## config.mk

```make
export PLATFORM = sky130hd
export DESIGN_NAME = axi_stream_dma_wr_flat
export DESIGN_NICKNAME = d
export VERILOG_FILES = /design/src/rtl/axi_stream_dma_wr_if.sv /design/src/rtl/axi_stream_dma_wr.sv /design/src/flat_wrapper.sv
export SDC_FILE = /design/constraint.sdc
export NUM_CORES = 1
export LEC_CHECK = 0
export CAP_MARGIN = 20
export CORE_UTILIZATION = 51
export CTS_CLUSTER_DIAMETER = 80
export DETAILED_ROUTE_END_ITERATION = 10
export PLACE_DENSITY = 0.89
export SKIP_LAST_GASP = 1
export SLEW_MARGIN = 15
export SYNTH_ARGS = -nofsm -noshare
export SYNTH_HDL_FRONTEND = slang
export SYNTH_SLANG_ARGS = --single-unit
```

## constraint.sdc

```tcl
create_clock -name clk -period 8.21 [get_ports clk]
set_input_delay 1.2315 -clock clk [delete_from_list [all_inputs] [get_ports clk]]
set_output_delay 1.2315 -clock clk [all_outputs]
set_load 0.02 [all_outputs]
```

## src/rtl/axi_stream_dma_wr_if.sv

```systemverilog
// AXI4 write-channel bundle (AW, W, B) between the DMA write master and a RAM slave.
// master: drives AW/W and bready; slave: drives awready, wready and the B channel.
interface axi_stream_dma_wr_if #(
  parameter int DATA_WIDTH = 32,
  parameter int ADDR_WIDTH = 13,
  parameter int STRB_WIDTH = DATA_WIDTH/8,
  parameter int ID_WIDTH   = 8
);
  logic [ID_WIDTH-1:0]   m_axi_awid;
  logic [ADDR_WIDTH-1:0] m_axi_awaddr;
  logic [7:0]            m_axi_awlen;
  logic [2:0]            m_axi_awsize;
  logic [1:0]            m_axi_awburst;
  logic                  m_axi_awlock;
  logic [3:0]            m_axi_awcache;
  logic [2:0]            m_axi_awprot;
  logic                  m_axi_awvalid;
  logic                  m_axi_awready;
  logic [DATA_WIDTH-1:0] m_axi_wdata;
  logic [STRB_WIDTH-1:0] m_axi_wstrb;
  logic                  m_axi_wlast;
  logic                  m_axi_wvalid;
  logic                  m_axi_wready;
  logic [ID_WIDTH-1:0]   m_axi_bid;
  logic [1:0]            m_axi_bresp;
  logic                  m_axi_bvalid;
  logic                  m_axi_bready;

  modport master (
    output m_axi_awid, m_axi_awaddr, m_axi_awlen,
    output m_axi_awsize, m_axi_awburst, m_axi_awlock,
    output m_axi_awcache, m_axi_awprot, m_axi_awvalid,
    input  m_axi_awready,
    output m_axi_wdata, m_axi_wstrb, m_axi_wlast,
    output m_axi_wvalid,
    input  m_axi_wready,
    input  m_axi_bid, m_axi_bresp, m_axi_bvalid,
    output m_axi_bready
  );

  modport slave (
    input  m_axi_awid, m_axi_awaddr, m_axi_awlen,
    input  m_axi_awsize, m_axi_awburst, m_axi_awlock,
    input  m_axi_awcache, m_axi_awprot, m_axi_awvalid,
    output m_axi_awready,
    input  m_axi_wdata, m_axi_wstrb, m_axi_wlast,
    input  m_axi_wvalid,
    output m_axi_wready,
    output m_axi_bid, m_axi_bresp, m_axi_bvalid,
    input  m_axi_bready
  );
endinterface

```

## src/rtl/axi_stream_dma_wr.sv

```systemverilog
// AXI-Stream to AXI4 write master: splits each command into INCR bursts
// (<= MAX_BURST_LEN beats, no 4 KB crossing), one burst in flight, one status per command.
// Ports: clk, rst (async active-low), s_cmd_*, s_axis_*, m_axi (AW/W/B bundle), m_status_*.
module axi_stream_dma_wr #(
  parameter int DATA_WIDTH = 32,
  parameter int ADDR_WIDTH = 13,
  parameter int STRB_WIDTH = DATA_WIDTH/8,
  parameter int ID_WIDTH = 8,
  parameter logic [ID_WIDTH-1:0] AXI_ID = '0,
  parameter int MAX_BURST_LEN = 16,
  parameter int LEN_WIDTH = 16
) (
  input  logic                  clk,
  input  logic                  rst,
  input  logic [ADDR_WIDTH-1:0] s_cmd_addr,
  input  logic [LEN_WIDTH-1:0]  s_cmd_len,
  input  logic                  s_cmd_valid,
  output logic                  s_cmd_ready,
  input  logic [DATA_WIDTH-1:0] s_axis_tdata,
  input  logic [STRB_WIDTH-1:0] s_axis_tkeep,
  input  logic                  s_axis_tvalid,
  output logic                  s_axis_tready,
  axi_stream_dma_wr_if.master   m_axi,
  output logic                  m_status_error,
  output logic                  m_status_valid,
  input  logic                  m_status_ready
);
  localparam int SIZE = $clog2(STRB_WIDTH);
  localparam int RW = LEN_WIDTH + 1;
  localparam int CW = (RW > 13) ? RW : 13;
  localparam int BOUND = (ADDR_WIDTH >= 12) ? 4096 : (1 << ADDR_WIDTH);

  typedef enum logic [2:0] {
    IDLE, ADDR, DATA, RESP, STATUS
  } state_t;

  state_t state, state_nx;

  logic                  run;
  logic [ADDR_WIDTH-1:0] addr;
  logic [RW-1:0]         remaining;
  logic [8:0]            cnt;
  logic                  err;
  logic [CW-1:0]         off;
  logic [CW-1:0]         to_bnd;
  logic [CW-1:0]         burst;
  logic                  cmd_hs;
  logic                  aw_hs;
  logic                  w_hs;
  logic                  b_hs;
  logic                  unused_bid;

  assign unused_bid = ^m_axi.m_axi_bid;

  assign m_axi.m_axi_awid    = AXI_ID;
  assign m_axi.m_axi_awaddr  = addr;
  assign m_axi.m_axi_awlen   = 8'(burst - CW'(1));
  assign m_axi.m_axi_awsize  = 3'(SIZE);
  assign m_axi.m_axi_awburst = 2'b01;
  assign m_axi.m_axi_awlock  = 1'b0;
  assign m_axi.m_axi_awcache = 4'b0011;
  assign m_axi.m_axi_awprot  = 3'b000;
  assign m_axi.m_axi_wdata   = s_axis_tdata;
  assign m_axi.m_axi_wstrb   = s_axis_tkeep;
  assign m_status_error      = err;

  // Burst size: smallest of beats left, burst cap and beats to the boundary.
  always_comb begin
    off    = CW'(addr) & CW'(BOUND - 1);
    to_bnd = (CW'(BOUND) - off) >> SIZE;
    burst  = CW'(remaining);
    if (burst > CW'(MAX_BURST_LEN)) burst = CW'(MAX_BURST_LEN);
    if (burst > to_bnd) burst = to_bnd;
  end

  assign cmd_hs = s_cmd_valid & s_cmd_ready;
  assign aw_hs  = m_axi.m_axi_awvalid & m_axi.m_axi_awready;
  assign w_hs   = m_axi.m_axi_wvalid & m_axi.m_axi_wready;
  assign b_hs   = m_axi.m_axi_bvalid & m_axi.m_axi_bready;

  always_ff @(posedge clk or negedge rst) begin
    if (!rst) state <= IDLE;
    else      state <= state_nx;
  end

  always_comb begin
    state_nx             = state;
    s_cmd_ready          = 1'b0;
    s_axis_tready        = 1'b0;
    m_axi.m_axi_awvalid  = 1'b0;
    m_axi.m_axi_wvalid   = 1'b0;
    m_axi.m_axi_wlast    = 1'b0;
    m_axi.m_axi_bready   = 1'b0;
    m_status_valid       = 1'b0;
    unique case (state)
      IDLE: begin
        // run keeps ready low until the first edge after reset release
        s_cmd_ready = run;
        if (s_cmd_valid && run) state_nx = ADDR;
      end
      ADDR: begin
        m_axi.m_axi_awvalid = 1'b1;
        if (m_axi.m_axi_awready) state_nx = DATA;
      end
      DATA: begin
        m_axi.m_axi_wvalid = s_axis_tvalid;
        s_axis_tready      = m_axi.m_axi_wready;
        m_axi.m_axi_wlast  = (cnt == 9'd1);
        if (w_hs && cnt == 9'd1) state_nx = RESP;
      end
      RESP: begin
        m_axi.m_axi_bready = 1'b1;
        if (m_axi.m_axi_bvalid)
          state_nx = (remaining != '0) ? ADDR : STATUS;
      end
      STATUS: begin
        m_status_valid = 1'b1;
        if (m_status_ready) state_nx = IDLE;
      end
      default: state_nx = IDLE;
    endcase
  end

  always_ff @(posedge clk or negedge rst) begin
    if (!rst) begin
      run       <= 1'b0;
      addr      <= '0;
      remaining <= '0;
      cnt       <= '0;
      err       <= 1'b0;
    end else begin
      run <= 1'b1;
      if (cmd_hs) begin
        addr      <= s_cmd_addr & ~ADDR_WIDTH'(STRB_WIDTH - 1);
        remaining <= RW'(s_cmd_len) + RW'(1);
        err       <= 1'b0;
      end
      if (aw_hs) begin
        addr      <= addr + ADDR_WIDTH'(burst << SIZE);
        remaining <= remaining - RW'(burst);
        cnt       <= 9'(burst);
      end
      if (w_hs) cnt <= cnt - 9'd1;
      if (b_hs) err <= err | (m_axi.m_axi_bresp != 2'b00);
    end
  end
endmodule

```

## src/flat_wrapper.sv

```systemverilog
// flat-port wrapper written by rule: the top's interface ports become plain ports
module axi_stream_dma_wr_flat 
#(
  parameter int DATA_WIDTH = 32,
  parameter int ADDR_WIDTH = 13,
  parameter int STRB_WIDTH = DATA_WIDTH/8,
  parameter int ID_WIDTH = 8,
  parameter logic [ID_WIDTH-1:0] AXI_ID = '0,
  parameter int MAX_BURST_LEN = 16,
  parameter int LEN_WIDTH = 16
)
  (clk, rst, s_cmd_addr, s_cmd_len, s_cmd_valid, s_cmd_ready, s_axis_tdata, s_axis_tkeep, s_axis_tvalid, s_axis_tready, m_status_error, m_status_valid, m_status_ready, m_axi_m_axi_awid, m_axi_m_axi_awaddr, m_axi_m_axi_awlen, m_axi_m_axi_awsize, m_axi_m_axi_awburst, m_axi_m_axi_awlock, m_axi_m_axi_awcache, m_axi_m_axi_awprot, m_axi_m_axi_awvalid, m_axi_m_axi_awready, m_axi_m_axi_wdata, m_axi_m_axi_wstrb, m_axi_m_axi_wlast, m_axi_m_axi_wvalid, m_axi_m_axi_wready, m_axi_m_axi_bid, m_axi_m_axi_bresp, m_axi_m_axi_bvalid, m_axi_m_axi_bready);
  axi_stream_dma_wr_if #(.DATA_WIDTH(DATA_WIDTH), .ADDR_WIDTH(ADDR_WIDTH), .STRB_WIDTH(STRB_WIDTH), .ID_WIDTH(ID_WIDTH)) m_axi_i ();
  input  logic clk;
  input  logic rst;
  input  logic [ADDR_WIDTH-1:0] s_cmd_addr;
  input  logic [LEN_WIDTH-1:0] s_cmd_len;
  input  logic s_cmd_valid;
  output logic s_cmd_ready;
  input  logic [DATA_WIDTH-1:0] s_axis_tdata;
  input  logic [STRB_WIDTH-1:0] s_axis_tkeep;
  input  logic s_axis_tvalid;
  output logic s_axis_tready;
  output logic m_status_error;
  output logic m_status_valid;
  input  logic m_status_ready;
  output wire logic [$bits(m_axi_i.m_axi_awid)-1:0] m_axi_m_axi_awid;
  output wire logic [$bits(m_axi_i.m_axi_awaddr)-1:0] m_axi_m_axi_awaddr;
  output wire logic [$bits(m_axi_i.m_axi_awlen)-1:0] m_axi_m_axi_awlen;
  output wire logic [$bits(m_axi_i.m_axi_awsize)-1:0] m_axi_m_axi_awsize;
  output wire logic [$bits(m_axi_i.m_axi_awburst)-1:0] m_axi_m_axi_awburst;
  output wire logic [$bits(m_axi_i.m_axi_awlock)-1:0] m_axi_m_axi_awlock;
  output wire logic [$bits(m_axi_i.m_axi_awcache)-1:0] m_axi_m_axi_awcache;
  output wire logic [$bits(m_axi_i.m_axi_awprot)-1:0] m_axi_m_axi_awprot;
  output wire logic [$bits(m_axi_i.m_axi_awvalid)-1:0] m_axi_m_axi_awvalid;
  input wire logic [$bits(m_axi_i.m_axi_awready)-1:0] m_axi_m_axi_awready;
  output wire logic [$bits(m_axi_i.m_axi_wdata)-1:0] m_axi_m_axi_wdata;
  output wire logic [$bits(m_axi_i.m_axi_wstrb)-1:0] m_axi_m_axi_wstrb;
  output wire logic [$bits(m_axi_i.m_axi_wlast)-1:0] m_axi_m_axi_wlast;
  output wire logic [$bits(m_axi_i.m_axi_wvalid)-1:0] m_axi_m_axi_wvalid;
  input wire logic [$bits(m_axi_i.m_axi_wready)-1:0] m_axi_m_axi_wready;
  input wire logic [$bits(m_axi_i.m_axi_bid)-1:0] m_axi_m_axi_bid;
  input wire logic [$bits(m_axi_i.m_axi_bresp)-1:0] m_axi_m_axi_bresp;
  input wire logic [$bits(m_axi_i.m_axi_bvalid)-1:0] m_axi_m_axi_bvalid;
  output wire logic [$bits(m_axi_i.m_axi_bready)-1:0] m_axi_m_axi_bready;
  assign m_axi_m_axi_awid = m_axi_i.m_axi_awid;
  assign m_axi_m_axi_awaddr = m_axi_i.m_axi_awaddr;
  assign m_axi_m_axi_awlen = m_axi_i.m_axi_awlen;
  assign m_axi_m_axi_awsize = m_axi_i.m_axi_awsize;
  assign m_axi_m_axi_awburst = m_axi_i.m_axi_awburst;
  assign m_axi_m_axi_awlock = m_axi_i.m_axi_awlock;
  assign m_axi_m_axi_awcache = m_axi_i.m_axi_awcache;
  assign m_axi_m_axi_awprot = m_axi_i.m_axi_awprot;
  assign m_axi_m_axi_awvalid = m_axi_i.m_axi_awvalid;
  assign m_axi_i.m_axi_awready = m_axi_m_axi_awready;
  assign m_axi_m_axi_wdata = m_axi_i.m_axi_wdata;
  assign m_axi_m_axi_wstrb = m_axi_i.m_axi_wstrb;
  assign m_axi_m_axi_wlast = m_axi_i.m_axi_wlast;
  assign m_axi_m_axi_wvalid = m_axi_i.m_axi_wvalid;
  assign m_axi_i.m_axi_wready = m_axi_m_axi_wready;
  assign m_axi_i.m_axi_bid = m_axi_m_axi_bid;
  assign m_axi_i.m_axi_bresp = m_axi_m_axi_bresp;
  assign m_axi_i.m_axi_bvalid = m_axi_m_axi_bvalid;
  assign m_axi_m_axi_bready = m_axi_i.m_axi_bready;
  axi_stream_dma_wr #(.DATA_WIDTH(DATA_WIDTH), .ADDR_WIDTH(ADDR_WIDTH), .STRB_WIDTH(STRB_WIDTH), .ID_WIDTH(ID_WIDTH), .AXI_ID(AXI_ID), .MAX_BURST_LEN(MAX_BURST_LEN), .LEN_WIDTH(LEN_WIDTH)) u_core (.clk(clk), .rst(rst), .s_cmd_addr(s_cmd_addr), .s_cmd_len(s_cmd_len), .s_cmd_valid(s_cmd_valid), .s_cmd_ready(s_cmd_ready), .s_axis_tdata(s_axis_tdata), .s_axis_tkeep(s_axis_tkeep), .s_axis_tvalid(s_axis_tvalid), .s_axis_tready(s_axis_tready), .m_axi(m_axi_i), .m_status_error(m_status_error), .m_status_valid(m_status_valid), .m_status_ready(m_status_ready));
endmodule
```

==> metrics, run 1 <==
number of flops mapped to enable cells by yosys=0; synth top area cells=dfrtp_1, ha_1, buf_4, nand2_1, xor2_1; Max VDD drop=~200 uV; YS warnings=0; crit end category=primary output; met1 wire length=around 5.2 mm; worst slew pin tran=0.610 ns; top sig layer=met4; met3 routed WL=667 um; CTS Hold Buffers Added=0; WL met2=6.07 mm; root buffer cell=clkbuf_8; vias per cell=between 5 and 6; switch share=between 50% and 60%; worst hold path startpoint=u_core.cnt[1]; Syn Inst Count=610; initial antenna violation count=0; DRC=0; largest net degree at the start of global routing=60; crit path time final=between 6 and 7 ns; CP Cell Sequence=inv_1 > ha_1 > nor3b_1 > xor2_1 > ha_1 > nand4_1 > o31ai_1 > or2_1 > mux2_2 > ha_1 > nand3_1 > xor2_1 > mux2_2 > clkdlybuf4s50_1; DIE HEIGHT=between 90 and 100 um; Hold Path Class=reg2reg; Max Root-Sink Buffers=2; I/O pins=between 150 and 200; Initial DRT Pass Iterations=5; initial core utilization=a little over half; Total Power=~2300 uW; TritonCTS clock tree=yes; max-slew violation count=0; synth cell count leaders=buf_4, nand2_1, ha_1; largest area contributor in the netlist=dfrtp_1; CTS Buf Count=5; Iteration-0 DRC Markers=between 200 and 300; synthesized cell area=between 0.004 and 0.005 mm2; r2r worst-path depth=18; Reg clk slew, reported paths=0.09 ns; Seq/Total Area, Yosys=~22%; Final Hold Viols=0; FILL cells=~800; largest fanout on the critical path=12; Switch Pwr=1200 uW; routed len/inst=around 16 um; slowest stage delay, CP=just under 0.6 ns; post-synth cell types=67; GRT Overall Usage=about a quarter; routed wire length=12.4 mm; crit path launch type=flip-flop; die area=between 0.009 and 0.01 mm2; status=finished clean; max-cap violation count=0; Hold Crit Depth=2; R2R Path End=u_core.remaining[12]; Overflow after GRT=0; Die Span X=between 90 and 100 um; port buffer count=63; mean post-synth cell area=7.96 um2; first-pass GRT wire length=~20 mm; RSZ-0062 raised after global routing=false; WP data required=about 7 ns; Core Box Area=approximately 0.0092 mm2; CTS resizes=0; Cell Int Power=between 1000 and 1500 uW; Post-synth ARST share=100%; layout cells sized above 1=~4.7%; vias=about 4600; clock network fraction of total power=about 6.3%; Worst R2R Start=u_core.m_axi.m_axi_awaddr[2]; Hold Path Sink=u_core.cnt[1]; area of the multi-input gates=~0.0033 mm2; Synth Flop Type=dfrtp_1; Layout Skew=0.00664 ns; Fin Setup TNS=0 ns; Final nets=roughly 770; Placer Congestion=roughly 0.89; pwr dens=between 400 and 500 mW/mm2; fin crit share=approximately 75%; Leak Pwr=between 0.002 and 0.0025 uW; number of nets with antenna violations after routing=0; Reg area=0.00105 mm2; CP top delay family=simple AND/OR/NAND/NOR gates; H-tree Lvls=2; hpwl dp=approximately 9.4 mm; Worst Setup Path Type=reg2out; R2R Setup Slk=2.89 ns; combinational share of power=between 70% and 80%; # clock sinks=42; Antenna Cells=0; worst skew pair latency=0.30 ns; post-synth top area share=between 20% and 30%; most used cell, CP=ha_1; Setup violations, final=0; row count=35; Crit path buffers/inverters=2; postcts setup bufs=0; Rel. slew slack=59.3%; Worst path slowest cell=clkdlybuf4s50_1; Peak Freq=~0.16 GHz; Seq cells post-synth=between 40 and 50; most common cell in the synthesized netlist=buf_4; growth of design area from synthesis to finish=10.8%; Layout Utilization=just under 60%; number of global-route vias before repair=4340; CP arrival=4.94 ns; register share of total power=between 10% and 20%
==> logic make-up (layout without fill, tap and decap cells) <==
family                   Yosys count  after routing  synth area share, %
multiplexers                       8              8                 1.80
AND/OR/NAND/NOR                  210            210                 22.6
other                              2             35                0.155
flip-flops                        42             42                 21.6
adder cells (fa/ha/maj)           45             45                 11.9
AO/OA/AOI/OAI                    155            155                 21.3
XOR/XNOR                          38             38                 7.16
buffers and inverters            110            108                 13.4
==> worst reg2reg max path, cell delays in order (launching register included) <==
cell,delay (ns)
dfrtp_1,0.48
inv_1,0.15
ha_1,0.20
nor3b_1,0.28
xor2_1,0.40
ha_1,0.24
nand4_1,0.15
o31ai_1,0.56
or2_1,0.43
mux2_2,0.45
inv_1,0.11
ha_1,0.19
fa_1,0.23
nor2b_1,0.08
o31a_1,0.28
o21ai_2,0.25
a211oi_1,0.15
or3_1,0.34
a31o_2,0.25
==> power groups by stage <==
stage	registers [uW]	clock network, uW	logic [uW]
global placement	445	0	1610
detailed placement	453	0	1690
finish	454	146	1730
CTS	448	148	1710
floorplan	439	0	1270
global route	469	155	1890
==> layout make-up <==
class                   instances  share of cell area (%)
multi-input cells             491                    61.0
flip-flops and latches         42                    19.5
repair buffers                 67                    12.4
well taps                     129                    3.00
inverters                      33                    2.30
clock buffers                   5                    1.28
clock inverters                 3                   0.465
==> stage by stage <==
stage	instance area, um2	instances	hold slack (ns)	setup WS (ns)
floorplan	4980	643	0.460	3.43
global placement	5270	761	0.494	2.57
detailed placement	5270	761	0.526	2.40
CTS	5360	769	0.540	2.07
global route	5380	770	0.573	1.56
finish	5380	770	0.554	2.04
==> metal layers <==
metal / global-route usage, % / vias up
li1: - / 2175
met1: 29.8 / 2194
met2: 44.4 / 161
met3: 3.65 / 39
met4: 10.3 / 0
met5: 0 / -
==> flip-flops by register name (all words and copies together) (netlist names) <==
name	cells
u_core.remaining	17
u_core.m_axi.m_axi_awaddr	11
u_core.cnt	9
u_core.state	3
u_core.m_status_error	1
u_core.run	1
==> layout by cell type (no fill, tap or decap), types with 5 or more instances in the layout <==
cell type / count
clkdlybuf4s50_1: 62
nand2_1: 58
ha_1: 43
dfrtp_1: 42
conb_1: 35
nor2_1: 34
a21oi_1: 34
inv_1: 33
o21ai_0: 29
nand3_1: 22
xor2_1: 21
nor3_1: 21
xnor2_1: 16
and3_1: 14
or3_1: 12
o21a_1: 12
o211ai_1: 11
a21o_1: 10
nor4_1: 8
a31oi_1: 8
o31ai_1: 7
nand4_1: 7
a211oi_1: 6
and2_1: 5
clkbuf_8: 5
==> worst max-delay path by stage <==
stage / slack, ns / startpoint / to / depth (start not counted)
2_1_floorplan: 3.43 / u_core.m_axi.m_axi_awaddr[2] / m_axi_m_axi_awlen[6] / 15
3_3_place_gp: 2.57 / u_core.m_axi.m_axi_awaddr[2] / m_axi_m_axi_awlen[6] / 14
3_5_place_dp: 2.40 / u_core.m_axi.m_axi_awaddr[2] / m_axi_m_axi_awlen[6] / 15
4_1_cts: 2.07 / u_core.m_axi.m_axi_awaddr[2] / m_axi_m_axi_awlen[6] / 15
5_1_grt: 1.56 / u_core.m_axi.m_axi_awaddr[2] / m_axi_m_axi_awlen[6] / 15
6_report: 2.04 / u_core.m_axi.m_axi_awaddr[2] / m_axi_m_axi_awlen[4] / 14
Note: power is estimated with default switching activity, not from simulation.
==> inputs of run 2 (changes only) <==
--- a/config.mk
+++ b/config.mk
@@ -6,10 +6,10 @@
 export NUM_CORES = 1
 export LEC_CHECK = 0
 export CAP_MARGIN = 20
-export CORE_UTILIZATION = 51
+export CORE_UTILIZATION = 47
 export CTS_CLUSTER_DIAMETER = 80
 export DETAILED_ROUTE_END_ITERATION = 10
-export PLACE_DENSITY = 0.89
+export PLACE_DENSITY = 0.83
 export SKIP_LAST_GASP = 1
 export SLEW_MARGIN = 15
 export SYNTH_ARGS = -nofsm -noshare
==> constraint.sdc (replaced) <==
create_clock -name clk -period 6.35 [get_ports clk]
set_input_delay 0.9525 -clock clk [delete_from_list [all_inputs] [get_ports clk]]
set_output_delay 0.9525 -clock clk [all_outputs]
set_load 0.02 [all_outputs]
==> run 2 against run 1 <==
  * Final cell count up 0.52%
  * Via count shrank 0.96%
  * Critical path depth fell by 1
  * Wire length is 0.77% lower
  * Clock skew increased by 0.010 ns
  * Die area rose by 8.3%
  * Non-clock buffer count stayed put
  * Critical path type unchanged
==> metrics, run 2 (synthesis results as in run 1) <==
number of nets with antenna violations after routing=0; CTS Hold Buffers Added=0; port buffer count=63; Worst Setup Path Type=reg2out; vias=about 4500; initial core utilization=49.0%; worst skew pair latency=slightly above 0.3 ns; most used cell, CP=ha_1; status=finished clean; postcts setup bufs=0; DRC=0; number of global-route vias before repair=~4400; most frequent cells in the layout=clkdlybuf4s50_1, nand2_1, ha_1; die area=between 0.01 and 0.015 mm2; max-cap violation count=0; CP top delay family=simple AND/OR/NAND/NOR gates; crit path time final=around 5.9 ns; largest net degree at the start of global routing=60; Final nets=768; worst slew pin tran=0.648 ns; CTS Buf Count=5; TritonCTS clock tree=yes; largest fanout on the critical path=12; CP arrival=between 4 and 5 ns; pwr dens=between 500 and 600 mW/mm2; Crit path buffers/inverters=2; row count=36; Peak Freq=0.171 GHz; DP Cell Count=about 770; routed wire length=around 12 mm; Hold Path Class=in2async; Max VDD drop=between 200 and 300 uV; CTS resizes=0; root buffer cell=clkbuf_8; Fin Setup TNS=0 ns; crit path launch type=flip-flop; slowest stage delay, CP=0.60 ns; fin crit share=around 92%; Layout Skew=0.0171 ns; H-tree Lvls=2; DIE HEIGHT=104 um; Iteration-0 DRC Markers=~260; Setup violations, final=0; crit end category=primary output; Antenna Cells=0; Total Power=around 3000 uW; layout cells sized above 1=about 4.7%; Overflow after GRT=0; Initial DRT Pass Iterations=5; first-pass GRT wire length=roughly 20 mm; commonest non-fill, non-tap cell in the layout=clkdlybuf4s50_1; vias per cell=5.85; growth of design area from synthesis to finish=10.9%; Worst path slowest cell=o31ai_1; max reg flops=17; initial antenna violation count=0; CP Cell Sequence=nor4_1 > and4_1 > inv_1 > ha_1 > nand4_1 > o31ai_1 > or2_1 > mux2_2 > ha_1 > nand2_1 > o311ai_0 > o221ai_1 > clkdlybuf4s50_1; Largest Register=u_core.remaining; WP data required=~5.4 ns; Non-Filler Instances=about 770; RSZ-0062 raised after global routing=false; Core Box Area=0.00991 mm2; GRT Overall Usage=roughly 23%; Max Root-Sink Buffers=2; Rel. slew slack=between 50% and 60%; Die Span X=between 100 and 150 um; Final Hold Viols=0; Placer Congestion=0.899; max-slew violation count=0; Reg clk slew, reported paths=between 0.1 and 0.15 ns; # clock sinks=42; I/O pins=between 150 and 200; hpwl dp=slightly above 9 mm; routed len/inst=roughly 16 um; Leak Pwr=roughly 0.0023 uW
[run 2: through the flow]
stage	cell area (um2)	setup slack (ns)	hold WS (ns)	util, %
floorplan	4980	1.85	0.460	-
global placement	5270	0.964	0.495	53.2
detailed placement	5270	0.886	0.516	53.2
CTS	5370	0.570	0.530	54.2
global route	5390	0.0216	0.519	54.4
finish	5390	0.495	0.507	54.4
[run 2: worst paths after layout]
kind / start / to / slack (ns) / cells past startpoint
worst min-delay path: rst / u_core.m_axi.m_axi_awaddr[10] / 0.51 / 1
worst min register to register: u_core.m_status_error / u_core.m_status_error / 0.53 / 2
worst max register to register: u_core.remaining[12] / u_core.remaining[10] / 1.08 / 17
worst max-delay path: u_core.remaining[12] / m_axi_m_axi_awlen[6] / 0.49 / 13
max in group asynchronous: rst / u_core.remaining[1] / 5.38 / 2
min in group clk: u_core.m_status_error / u_core.m_status_error / 0.53 / 2
[run 2: final cells by class]
| class | instances | area [um2] |
|---|---|---|
| Sequential cell | 42 | 1050 |
| Timing Repair Buffer | 67 | 668 |
| Clock inverter | 3 | 25.0 |
| Inverter | 33 | 124 |
| Tap cell | 133 | 166 |
| Multi-Input combinational cell | 491 | 3280 |
| Fill cell | 938 | 4520 |
| Clock buffer | 5 | 68.8 |
[run 2: routing by layer]
metal	vias to the layer above	global-route usage, %	wire length [um]
met2	131	40.7	6080
met1	2180	27.2	5290
met3	44	3.34	559
met5	-	0	0
li1	2170	-	-
met4	0	10.0	351
[run 2: report_power, final]
part	internal (uW)	total, uW	switching (uW)
logic	969	2220	1250
clock network	79.6	192	112
registers	397	584	187
==> inputs of run 3 (changes only) <==
--- a/config.mk
+++ b/config.mk
@@ -10,6 +10,7 @@
 export CTS_CLUSTER_DIAMETER = 80
 export DETAILED_ROUTE_END_ITERATION = 10
 export PLACE_DENSITY = 0.83
+export REMOVE_ABC_BUFFERS = 1
 export SKIP_LAST_GASP = 1
 export SLEW_MARGIN = 15
 export SYNTH_ARGS = -nofsm -noshare
==> run 3 against run 2 <==
  * Clock power grew 43%
  * Global-route usage up 3.1 points
  * Fmax down 2.1%
  * Critical path depth increased by 1
  * Register-to-register slack worse by 0.05 ns
  * Total power rose by 2.6%
  * Largest cell class unchanged
  * Largest power group unchanged
==> metrics, run 3 (synthesis results as in run 1) <==
commonest non-fill, non-tap cell in the layout=clkdlybuf4s50_1; row count=36; Fin Setup TNS=0 ns; slowest stage delay, CP=between 0.5 and 0.6 ns; Crit path buffers/inverters=2; GRT Overall Usage=~26%; H-tree Lvls=2; I/O pins=around 170; final worst setup slack=approximately 0.37 ns; worst slew pin tran=around 0.7 ns; crit path launch type=flip-flop; Setup violations, final=0; Max Root-Sink Buffers=2; top sig layer=met4; status=finished clean; max-slew violation count=0; Layout Skew=about 0.0062 ns; Peak Freq=0.167 GHz; DRC=0; CTS resizes=0; vias per cell=roughly 5.9; initial antenna violation count=0; DIE HEIGHT=between 100 and 150 um; Final Hold Viols=0; Initial DRT Pass Iterations=5; crit path time final=5.98 ns; R2R Path End=u_core.remaining[12]; Worst path slowest cell=clkdlybuf4s50_1; Placer Congestion=between 0.8 and 0.9; routed wire length=about 14 mm; most frequent cells in the layout=clkdlybuf4s50_1, nand2_1, ha_1; Final Hold Slack=around 0.51 ns; root buffer cell=clkbuf_8; Worst Setup Path Type=reg2out; worst skew pair latency=roughly 0.31 ns; CP Depth=14; first-pass GRT wire length=22.2 mm; Die Span X=approximately 100 um; layout cells sized above 1=under 10%; port buffer count=63; most used cell, CP=ha_1; number of global-route vias before repair=between 4000 and 5000; final instance area=~0.0054 mm2; met1 wire length=5.95 mm; Largest Register=u_core.remaining; vias=4552; TritonCTS clock tree=yes; Hold Path Class=reg2reg; RSZ-0062 raised after global routing=false; CP top delay family=simple AND/OR/NAND/NOR gates; crit end category=primary output; max-cap violation count=0; Worst R2R Start=u_core.m_axi.m_axi_awaddr[6]; largest net degree at the start of global routing=45; Iteration-0 DRC Markers=about 290; worst hold path startpoint=u_core.remaining[16]; routed len/inst=around 18 um; Reg clk slew, reported paths=around 0.090 ns; Final nets=768; initial core utilization=49.0%; fin crit share=94.1%; Antenna Cells=0; Rel. slew slack=approximately 54%; Max VDD drop=approximately 360 uV; Leak Pwr=about 0.0024 uW; Worst Setup SP=u_core.m_axi.m_axi_awaddr[6]; CP Cell Sequence=nor3_2 > nand3b_1 > xor2_1 > inv_1 > ha_1 > nand4_1 > o31ai_1 > or2_1 > a21oi_1 > ha_1 > nand2_1 > o311ai_0 > o221ai_1 > clkdlybuf4s50_1; CTS Hold Buffers Added=0; met3 routed WL=1.29 mm; largest fanout on the critical path=12; Worst setup endpoint=m_axi_m_axi_awlen[6]; R2R Setup Slk=just over 1 ns; WL met2=between 6 and 7 mm; CTS Buf Count=5; die area=about 0.011 mm2; Overflow after GRT=0; CP arrival=about 5.0 ns; postcts setup bufs=0; number of nets with antenna violations after routing=0; growth of design area from synthesis to finish=11.9%; # clock sinks=42; r2r worst-path depth=19; placed inst area=0.00527 mm2; WP data required=around 5.4 ns; FILL cells=~900; Core Box Area=0.00991 mm2; Setup WS pre-CTS=between 0.8 and 0.9 ns; pwr dens=between 500 and 600 mW/mm2; max reg flops=17; hpwl dp=about 11 mm
run 3: changes by cell type in the layout (fill, tap and decap cells not counted), sizes merged:
cell | previous run | this run
clkinvlp | 1 | 0
inv | 34 | 33
clkbuf | 5 | 6
clkinv | 1 | 0
bufinv | 0 | 2
run 3: layout make-up:
cell class              instances  area [um2]  area share, %
repair buffers                 67         668           12.3
inverters                      33         124           2.28
multi-input cells             491        3280           60.4
flip-flops and latches         42        1050           19.3
clock buffers                   6        82.6           1.52
well taps                     133         166           3.06
clock inverters                 2        60.1           1.10
run 3: how the worst min path moves through the flow:
stage                       endpoint  slack [ns]  cells after the start
3_5_place_dp    u_core.remaining[16]        0.49                      1
6_report        u_core.remaining[16]        0.51                      1
3_3_place_gp   u_core.m_status_error        0.48                      2
2_1_floorplan   u_core.remaining[16]        0.46                      1
4_1_cts         u_core.remaining[16]        0.51                      1
5_1_grt         u_core.remaining[16]        0.53                      1
run 3: report_power, final:
part           internal (uW)  switching, uW  leakage, uW  total (uW)
registers                397            192     0.000506         589
clock network            168            106    0.0000714         274
logic                    967           1240      0.00178        2210
total                   1530           1540      0.00236        3070
run 3: stage by stage:
stage                     total power, uW  util, %  instances
after global routing                 3340     54.9        774
final                                3070     54.9        774
after detailed placement             2760     53.2        765
after CTS                            3050     54.7        773
after global placement               2680     53.2        765
after floorplan                      2140        -        566
run 3: per-layer routing:
| layer | vias up | GRT usage, % |
|---|---|---|
| met5 | - | 2.38 |
| met4 | 0 | 7.24 |
| met3 | 20 | 9.75 |
| met2 | 190 | 41.4 |
| met1 | 2165 | 32.5 |
| li1 | 2177 | - |
run 3: worst reg2reg max path, stage by stage (launching register included):
cell and delay, ns:
dfrtp_1 0.47, nor3_2 0.41, nand3b_1 0.19, xor2_1 0.40, inv_1 0.10, ha_1 0.31, nand4_1 0.17, inv_1 0.07
a211oi_2 0.34, or2_1 0.41, mux2_2 0.43, inv_1 0.10, ha_1 0.20, fa_1 0.22, nor2b_1 0.08, o31a_1 0.29
o21ai_2 0.28, a211oi_1 0.16, or3_1 0.34, a31o_2 0.25
